`config.mk`:
```
export PLATFORM = sky130hd
export DESIGN_NAME = cdb_arbiter
export DESIGN_NICKNAME = d
export VERILOG_FILES = /design/src/rtl/cdb_arbiter_pkg.sv /design/src/rtl/cdb_fifo.sv /design/src/rtl/cdb_arbiter.sv
export SDC_FILE = /design/constraint.sdc
export NUM_CORES = 1
export LEC_CHECK = 0
export ABC_AREA = 0
export BUFFER_PORTS_ARGS = -buffer_cell sky130_fd_sc_hd__clkbuf_2
export CORE_ASPECT_RATIO = 0.7
export CORE_MARGIN = 3
export CORE_UTILIZATION = 35
export CTS_CLUSTER_DIAMETER = 30
export DETAILED_ROUTE_END_ITERATION = 16
export PLACE_DENSITY = 0.65
export RECOVER_POWER = 100
export SLEW_MARGIN = 20
export SYNTH_ARGS = -nofsm -noshare
export SYNTH_HDL_FRONTEND = slang
export SYNTH_SLANG_ARGS = --single-unit
export TNS_END_PERCENT = 1
```
`constraint.sdc`:
```
create_clock -name clk_in -period 5.2 [get_ports clk_in]
set_clock_uncertainty 0.1 [all_clocks]
set_input_delay 0.26 -clock clk_in [delete_from_list [all_inputs] [get_ports clk_in]]
set_output_delay 0.26 -clock clk_in [all_outputs]
set_load 0.005 [all_outputs]
```
`src/rtl/cdb_arbiter_pkg.sv`:
```
// Shared definitions for the CDB write-back arbiter.
//   Q_WIDTH : default ROB index width
//   XLEN    : data path width (result value and next PC)
//   SRC_EX / SRC_SLB : encodings of cdb_src and of the last_grant register
package cdb_arbiter_pkg;

  localparam int   Q_WIDTH = 4;
  localparam int   XLEN    = 32;

  localparam logic SRC_EX  = 1'b0;
  localparam logic SRC_SLB = 1'b1;

endpackage

```
`src/rtl/cdb_fifo.sv`:
```
// Small skid FIFO placed in front of the CDB arbiter, one per result producer.
//   clk_in, rst_in : clock, asynchronous active-high reset
//   en             : global enable; low freezes every register
//   flush          : empties the FIFO (takes effect only while en is high)
//   push/push_data : write one entry (ignored when full)
//   pop            : drop the head entry (ignored when empty)
//   head_data      : current head entry, valid whenever empty is low
//   count/full/empty : occupancy status
module cdb_fifo #(
  parameter int WIDTH = 8,
  parameter int DEPTH = 2
) (
  input  logic                   clk_in,
  input  logic                   rst_in,
  input  logic                   en,
  input  logic                   flush,
  input  logic                   push,
  input  logic [WIDTH-1:0]       push_data,
  input  logic                   pop,
  output logic [WIDTH-1:0]       head_data,
  output logic [$clog2(DEPTH):0] count,
  output logic                   full,
  output logic                   empty
);

  localparam int PTR_W = $clog2(DEPTH);
  localparam int CNT_W = PTR_W + 1;

  logic [WIDTH-1:0] mem [DEPTH];

  logic [PTR_W-1:0] wr_ptr_q, wr_ptr_d;
  logic [PTR_W-1:0] rd_ptr_q, rd_ptr_d;
  logic [CNT_W-1:0] count_q, count_d;

  logic do_push;
  logic do_pop;

  assign full  = (count_q == CNT_W'(DEPTH));
  assign empty = (count_q == '0);
  assign count = count_q;

  // The head is read combinationally so an entry written at the end of one
  // cycle can be granted in the very next cycle.
  assign head_data = mem[rd_ptr_q];

  assign do_push = en && !flush && push && !full;
  assign do_pop  = en && !flush && pop && !empty;

  // DEPTH is a power of two, so the pointers wrap by plain overflow.
  always_comb begin
    wr_ptr_d = wr_ptr_q;
    rd_ptr_d = rd_ptr_q;
    count_d  = count_q;
    if (en && flush) begin
      wr_ptr_d = '0;
      rd_ptr_d = '0;
      count_d  = '0;
    end else begin
      if (do_push) wr_ptr_d = wr_ptr_q + 1'b1;
      if (do_pop)  rd_ptr_d = rd_ptr_q + 1'b1;
      case ({do_push, do_pop})
        2'b10:   count_d = count_q + 1'b1;
        2'b01:   count_d = count_q - 1'b1;
        default: count_d = count_q;
      endcase
    end
  end

  always_ff @(posedge clk_in or posedge rst_in) begin
    if (rst_in) begin
      wr_ptr_q <= '0;
      rd_ptr_q <= '0;
      count_q  <= '0;
    end else begin
      wr_ptr_q <= wr_ptr_d;
      rd_ptr_q <= rd_ptr_d;
      count_q  <= count_d;
    end
  end

  // Storage carries no reset; stale contents are unreachable once the
  // pointers and count are cleared.
  always_ff @(posedge clk_in) begin
    if (do_push) mem[wr_ptr_q] <= push_data;
  end

endmodule

```
`src/rtl/cdb_arbiter.sv`:
```
// Write-back arbiter sharing the common data bus between the ALU execute
// stage and the store/load buffer. Each producer feeds a skid FIFO; one head
// per cycle is granted round-robin and registered onto the CDB.
//   clk_in, rst_in, rdy_in, flush : clock, async reset, global enable, mispredict flush
//   ex_*   : ALU result handshake (rob_pos, value, resolved next PC)
//   slb_*  : SLB result handshake (rob_pos, load value)
//   cdb_*  : registered CDB beat (valid pulse, source, rob_pos, value, next PC)
module cdb_arbiter
  import cdb_arbiter_pkg::*;
#(
  parameter int Q_WIDTH = cdb_arbiter_pkg::Q_WIDTH,
  parameter int DEPTH   = 2
) (
  input  logic               clk_in,
  input  logic               rst_in,
  input  logic               rdy_in,
  input  logic               flush,
  input  logic               ex_valid,
  output logic               ex_ready,
  input  logic [Q_WIDTH-1:0] ex_rob_pos,
  input  logic [XLEN-1:0]    ex_value,
  input  logic [XLEN-1:0]    ex_pc,
  input  logic               slb_valid,
  output logic               slb_ready,
  input  logic [Q_WIDTH-1:0] slb_rob_pos,
  input  logic [XLEN-1:0]    slb_value,
  output logic               cdb_valid,
  output logic               cdb_src,
  output logic [Q_WIDTH-1:0] cdb_rob_pos,
  output logic [XLEN-1:0]    cdb_value,
  output logic [XLEN-1:0]    cdb_pc
);

  localparam int EX_W  = Q_WIDTH + 2 * XLEN;
  localparam int SLB_W = Q_WIDTH + XLEN;

  logic [EX_W-1:0]         ex_head;
  logic [SLB_W-1:0]        slb_head;
  logic [$clog2(DEPTH):0]  ex_count, slb_count;
  logic                    ex_full, ex_empty, slb_full, slb_empty;
  logic                    ex_push, slb_push, ex_pop, slb_pop;

  logic                    grant_valid;
  logic                    grant_src;

  logic                    last_grant_q, last_grant_d;
  logic                    cdb_valid_q, cdb_valid_d;
  logic                    cdb_src_q, cdb_src_d;
  logic [Q_WIDTH-1:0]      cdb_rob_pos_q, cdb_rob_pos_d;
  logic [XLEN-1:0]         cdb_value_q, cdb_value_d;
  logic [XLEN-1:0]         cdb_pc_q, cdb_pc_d;

  // No enqueue into a full FIFO even if its head leaves this cycle: ready
  // must not depend on the grant.
  assign ex_ready  = !ex_full && rdy_in && !flush;
  assign slb_ready = !slb_full && rdy_in && !flush;
  assign ex_push   = ex_valid && ex_ready;
  assign slb_push  = slb_valid && slb_ready;

  cdb_fifo #(.WIDTH(EX_W), .DEPTH(DEPTH)) u_ex_fifo (
    .clk_in    (clk_in),
    .rst_in    (rst_in),
    .en        (rdy_in),
    .flush     (flush),
    .push      (ex_push),
    .push_data ({ex_rob_pos, ex_value, ex_pc}),
    .pop       (ex_pop),
    .head_data (ex_head),
    .count     (ex_count),
    .full      (ex_full),
    .empty     (ex_empty)
  );

  cdb_fifo #(.WIDTH(SLB_W), .DEPTH(DEPTH)) u_slb_fifo (
    .clk_in    (clk_in),
    .rst_in    (rst_in),
    .en        (rdy_in),
    .flush     (flush),
    .push      (slb_push),
    .push_data ({slb_rob_pos, slb_value}),
    .pop       (slb_pop),
    .head_data (slb_head),
    .count     (slb_count),
    .full      (slb_full),
    .empty     (slb_empty)
  );

  // Round-robin: under contention the source that did not win last time goes.
  always_comb begin
    grant_valid = 1'b0;
    grant_src   = SRC_EX;
    if (!ex_empty && !slb_empty) begin
      grant_valid = 1'b1;
      grant_src   = ~last_grant_q;
    end else if (!ex_empty) begin
      grant_valid = 1'b1;
      grant_src   = SRC_EX;
    end else if (!slb_empty) begin
      grant_valid = 1'b1;
      grant_src   = SRC_SLB;
    end
  end

  // The FIFOs themselves ignore pops while disabled or flushing.
  assign ex_pop  = grant_valid && (grant_src == SRC_EX);
  assign slb_pop = grant_valid && (grant_src == SRC_SLB);

  always_comb begin
    last_grant_d  = last_grant_q;
    cdb_valid_d   = cdb_valid_q;
    cdb_src_d     = cdb_src_q;
    cdb_rob_pos_d = cdb_rob_pos_q;
    cdb_value_d   = cdb_value_q;
    cdb_pc_d      = cdb_pc_q;
    if (rdy_in) begin
      if (flush) begin
        cdb_valid_d  = 1'b0;
        last_grant_d = SRC_SLB;
      end else if (grant_valid) begin
        cdb_valid_d  = 1'b1;
        cdb_src_d    = grant_src;
        last_grant_d = grant_src;
        if (grant_src == SRC_EX) begin
          {cdb_rob_pos_d, cdb_value_d, cdb_pc_d} = ex_head;
        end else begin
          {cdb_rob_pos_d, cdb_value_d} = slb_head;
          cdb_pc_d = '0;
        end
      end else begin
        cdb_valid_d = 1'b0;
      end
    end
  end

  // last_grant resets to SLB so the ALU wins the first tie.
  always_ff @(posedge clk_in or posedge rst_in) begin
    if (rst_in) begin
      last_grant_q  <= SRC_SLB;
      cdb_valid_q   <= 1'b0;
      cdb_src_q     <= 1'b0;
      cdb_rob_pos_q <= '0;
      cdb_value_q   <= '0;
      cdb_pc_q      <= '0;
    end else begin
      last_grant_q  <= last_grant_d;
      cdb_valid_q   <= cdb_valid_d;
      cdb_src_q     <= cdb_src_d;
      cdb_rob_pos_q <= cdb_rob_pos_d;
      cdb_value_q   <= cdb_value_d;
      cdb_pc_q      <= cdb_pc_d;
    end
  end

  assign cdb_valid   = cdb_valid_q;
  assign cdb_src     = cdb_src_q;
  assign cdb_rob_pos = cdb_rob_pos_q;
  assign cdb_value   = cdb_value_q;
  assign cdb_pc      = cdb_pc_q;

endmodule

```
Word level (Yosys, flattened, before mapping):

Memory sizes are Yosys's and may differ from the RTL's.
Index checks and enable logic that the tools add are counted.

* bits in registers: 79
* input bits: 110
* logic and storage cells: 94
* output and inout port bits: 72
* memory bits (writable): 208
* memories kept: 2

Memory list
* u_ex_fifo.mem: depth 2, bits a word 68, rd ports 1, clocked after memory_dff 0, wr ports 1, RTL line cdb_fifo.sv:29 `logic [WIDTH-1:0] mem [DEPTH];`
* u_slb_fifo.mem: depth 2, bits a word 36, rd ports 1, clocked after memory_dff 0, wr ports 1, RTL line cdb_fifo.sv:29

* bitwise logic cells: 3
* $add $sub $neg: 8
* reductions and logical operators: 35
* mux-type cells: 28
* equal/unequal tests: 6

Operators with widths (count)
* 2-to-1 mux 32 bit: 2
* 2-to-1 mux 1 bit: 21
* logical AND 1 bit: 19
* nonzero test 2 bit: 5
* == test 2 bit, second input constant: 4
* one-hot mux 2 bit (2 select lines): 2
* nonzero test 3 bit: 2
* zero test 1 bit: 5
* adder 1 bit, second input constant: 4
* adder 2 x 1 -> 2 bit, second input constant: 2
* == test 2 x 1 -> 1 bit, second input constant: 2
* zero test 2 bit: 2
* 2-to-1 mux 2 bit: 2
* 2-to-1 mux 4 bit: 1
* subtractor 2 x 1 -> 2 bit, second input constant: 2
* inverter 1 bit: 3
* AND reduction 3 bit: 1
* AND reduction 2 bit: 1

Depth between registers and ports, before layout:

* depth after elaboration: 11
* gate-level depth with buffers: 7
* depth with buffers taken out: 4

Cells and area by module:

Synthesis repeated with hierarchy kept, for this count alone.

* cells, all modules: 687
* area, all modules: 11224.5 um2

Modules (own cells, without submodules)
* cdb_fifo at u_ex_fifo: area an instance 5197.5 um2, times used 1, cells each 243, sequential area each 4184.0 um2
* cdb_arbiter: area an instance 3159.3 um2, times used 1, cells each 301, sequential area each 1778.0 um2
* cdb_fifo at u_slb_fifo: area an instance 2867.8 um2, times used 1, cells each 143, sequential area each 2262.2 um2

Least setup slack after synthesis:

No wires, ideal clock.

* path kind: input -> register
* from: in rdy_in
* to: mem u_ex_fifo.mem[0][0] (netlist name), enable pin
* library setup time: 0.495 ns
* buffers on the path: 2
* arrival: 3.676 ns
* required time: 4.605 ns
* path slack: 0.930 ns
* cell stages on the path: 5
* cells stage by stage: buf_4 nor2b_1 buf_4 nand3_1 nor2_1

* word-level cells in the longest chain between the ends: 7
* elaborated cells on any way between the ends: 8
* classes of those cells: 2 x mux; 6 x reduce/logical

RTL lines
* start: declaration: RTL line cdb_arbiter.sv:16 `input logic rdy_in,`
* logical AND 1 bit (2 in a row): RTL line cdb_arbiter.sv:55 `assign ex_ready = !ex_full && rdy_in && !flush;`
* logical AND 1 bit: RTL line cdb_arbiter.sv:57 `assign ex_push = ex_valid && ex_ready;`
* logical AND 1 bit * (2 in a row): RTL line cdb_fifo.sv:46 `assign do_push = en && !flush && push && !full;`
* 2-to-1 mux 1 bit *: RTL line cdb_fifo.sv:84 `if (do_push) mem[wr_ptr_q] <= push_data;`
* 2-to-1 mux 1 bit (not written as such) *: RTL line cdb_fifo.sv:84
* end: declaration: RTL line cdb_fifo.sv:29

Mark *: on every way between the ends. The rest lies on a longest branch, timed or not.

Worst setup path after layout:

* from: in rdy_in
* to: mem u_ex_fifo.mem[0][38] (netlist name), enable pin

Same word-level chain as after synthesis.

==> impl_metrics.yaml <==
drt:
  num_vias: 6456
  drt-vias-per-instance: 4.678
  drtPass1Iterations: 5
  drt_iter0_markers: 371
  totalWireLength_mm: 24.94
  wl_per_cell_um: 18.07
  drcViolationCount: 0
  ant_nets: 0
synthesis:
  netlist_area_mm2: 0.01069
  synth_flop_cell: "edfxtp_1"
  yosysUniqueCellTypes: 39
  synth_fp_nets: 733
  synth_edf_count: 208
  synth_warnings: 0
  async_flop_share: 0.2753
  synth_seq_cells: 287
  syn-instance-count: 623
  seq_area_frac_synth: 0.7697
  syn_area_per_cell_um2: 17.15
critical_path:
  crit_buf_inv: 3
  slowest_delay_ns: 1.47
  crit_arrival_ns: 3.62
  worst_setup_path_end_kind: "flop"
  crit_required_ns: 5.21
  critPathTopFamily: "buffers and inverters"
  critical_path_class: "input pin to flop"
  worstSetupStartpointType: "input pin"
  worstPathCellList: "dlygate4sd3_1, clkbuf_1, nor2b_1, nand3_1, nor2_4, clkbuf_2"
  cpMaxStageDelayCell: "clkbuf_2"
  critPathMaxFanout: 68
grt:
  grt_use_total: 0.1511
  grt_pass1_wl_mm: 38.60
  antenna_found_initial: 0
  grt-ovfl-total: 0
  grt_pass1_vias: 6846
  grt_max_degree: 72
floorplanning:
  die_w_um: 214.8
  die-area_mm2: 0.03269
  core_mm2: 0.02947
  die_h_um: 152.2
  rows: 52
  start_util: 0.3625
  num_io_pins: 182
cts:
  root_buffer: "clkbuf_16"
  clock_latency_ns: 0.54
  numCtsBuffers: 48
  cts_resized: 0
  path_clk_slew_ns: 0.05
  cts_tree: "built"
  cts_max_level: 2
  max-clock-path-buffers: 3
  clock-sinks: 287
timing:
  finalCritPeriodShare: 0.6929
  rsz0062_at_grt: "false"
  maxSlewViolCount: 287
  hold_viol_final: 0
  max_slew_margin: -0.3515
  tightest_slew_ns: 2.027
  setup_tns_ns: 0
  finalSetupViolCount: 0
  period_needed_ns: 3.603
  fmax_ghz: 0.2775
cells_and_area:
  final_cell_mix: "208 x edfxtp_1, 134 x clkbuf_1, 108 x dlygate4sd3_1, 105 x mux2i_1, 76 x dfrtp_1"
  drive_gt1_frac: 0.1569
  final_common_cell: "edfxtp_1"
  syn2layout_area_growth_pct: 35.32
  final_core_util: 0.4906
  final_nets: 1046
  antenna_cells: 0
power_and_ir_drop:
  leakage_nw: 5.311
  total_power_w: 0.007502
  power_density_mw_per_mm2: 518.9
  irDropWorstVdd_mv: 0.3114
min_path:
  hold_path_class: "input pin to flop"
flow_run:
  max_cap_violations: 6
outcome:
  violations: "max-capacitance violations, max-slew violations"
  status: "complete, but fails checks"
place:
  gp_congestion: 0.7290
  dp_hpwl_mm: 13.83
  numPortBuffers: 181
-- layout make-up --
cell class | count | area, um2
Clock inverter | 34 | 415.4
Tap cell | 405 | 506.7
Timing Repair Buffer | 299 | 1903
Inverter | 4 | 16.27
Multi-Input combinational cell | 296 | 2151
Fill cell | 2587 | 15010
Clock buffer | 55 | 1237
Sequential cell | 287 | 8229
-- worst register-to-register path, delay by kind of cell, from the launching register on --
kind                   cells  cell delay [ns]
flip-flops                 1             0.45
AND/OR/NAND/NOR            2             0.40
AO/OA/AOI/OAI              2             1.12
buffers and inverters      2             1.22
-- metrics by stage --
step	hold WS, ns	cell area [um2]	worst slack, ns	cells
2_1_floorplan	0.2589	10690	0.9297	623
3_3_place_gp	0.2275	11980	2.336	1181
3_5_place_dp	0.2351	11990	2.256	1182
4_1_cts	0.02855	14730	2.279	1379
5_1_grt	0.06748	14460	1.269	1380
6_report	0.05221	14460	1.597	1380
-- synthesized netlist by cell type, types with 3 or more instances --
cell type | n | area [um2]
nor2_1 | 5 | 18.77
buf_2 | 16 | 80.08
clkbuf_1 | 9 | 33.78
buf_4 | 3 | 22.52
mux2i_1 | 105 | 1051
edfxtp_1 | 208 | 6246
dfrtp_1 | 78 | 1952
nand2b_1 | 3 | 18.77
o221ai_1 | 36 | 315.3
buf_6 | 7 | 78.83
a21oi_1 | 9 | 45.04
nand2_1 | 74 | 277.8
inv_1 | 4 | 15.01
o21ai_2 | 25 | 219.0
o21ai_0 | 4 | 20.02
o21ai_1 | 9 | 45.04
-- final timing paths --
check | from | end | slack, ns | depth (start not counted)
min in group asynchronous | rst_in | cdb_pc[25] | 0.65 | 3
worst min-delay path | ex_valid | u_ex_fifo.count[1] | 0.05 | 3
max in group asynchronous | rst_in | u_ex_fifo.rd_ptr_q | 2.89 | 4
worst max register to register | u_slb_fifo.count[0] | cdb_value[13] | 1.76 | 6
worst max-delay path | rdy_in | u_ex_fifo.mem[0][38] | 1.60 | 6
worst min register to register | cdb_pc[29] | cdb_pc[29] | 0.38 | 2
-- cells by family after synthesis --
family / Yosys count / synth area share
muxes: 105 / 0.09836
AOI/OAI and AO/OA: 93 / 0.06932
xor gates and xnor gates: 4 / 0.003279
buffers and inverters: 40 / 0.02201
DFF: 287 / 0.7697
and+or+nand+nor: 94 / 0.03736
-- routing by layer --
layer,wire length [um],GRT usage,vias up
li1,-,-,3021
met1,11050,0.2018,3181
met2,11890,0.2490,215
met3,1620,0.03727,39
met4,379,0.03957,0
met5,0,0,-
-- repair_timing --
action | 4_1_cts | 5_1_grt
buffers inserted | 0 | 0
hold endpoints to repair | 245 | 0
hold buffers | 108 | 0
-- power breakdown --
| part | total (W) | switching (W) | internal [W] |
|---|---|---|---|
| clock | 0.00318 | 0.00110 | 0.00208 |
| combinational | 0.00120 | 0.000613 | 0.000590 |
| sequential | 0.00312 | 0.000324 | 0.00280 |
-- sequential cells by signal, indices dropped and copies added, names as in the netlist, 2 cells and up --
name              count
cdb_pc               32
u_ex_fifo.count       2
cdb_rob_pos           4
u_slb_fifo.mem       72
u_ex_fifo.mem       136
u_slb_fifo.count      2
cdb_value            32
(Power assumes the default switching activity.)
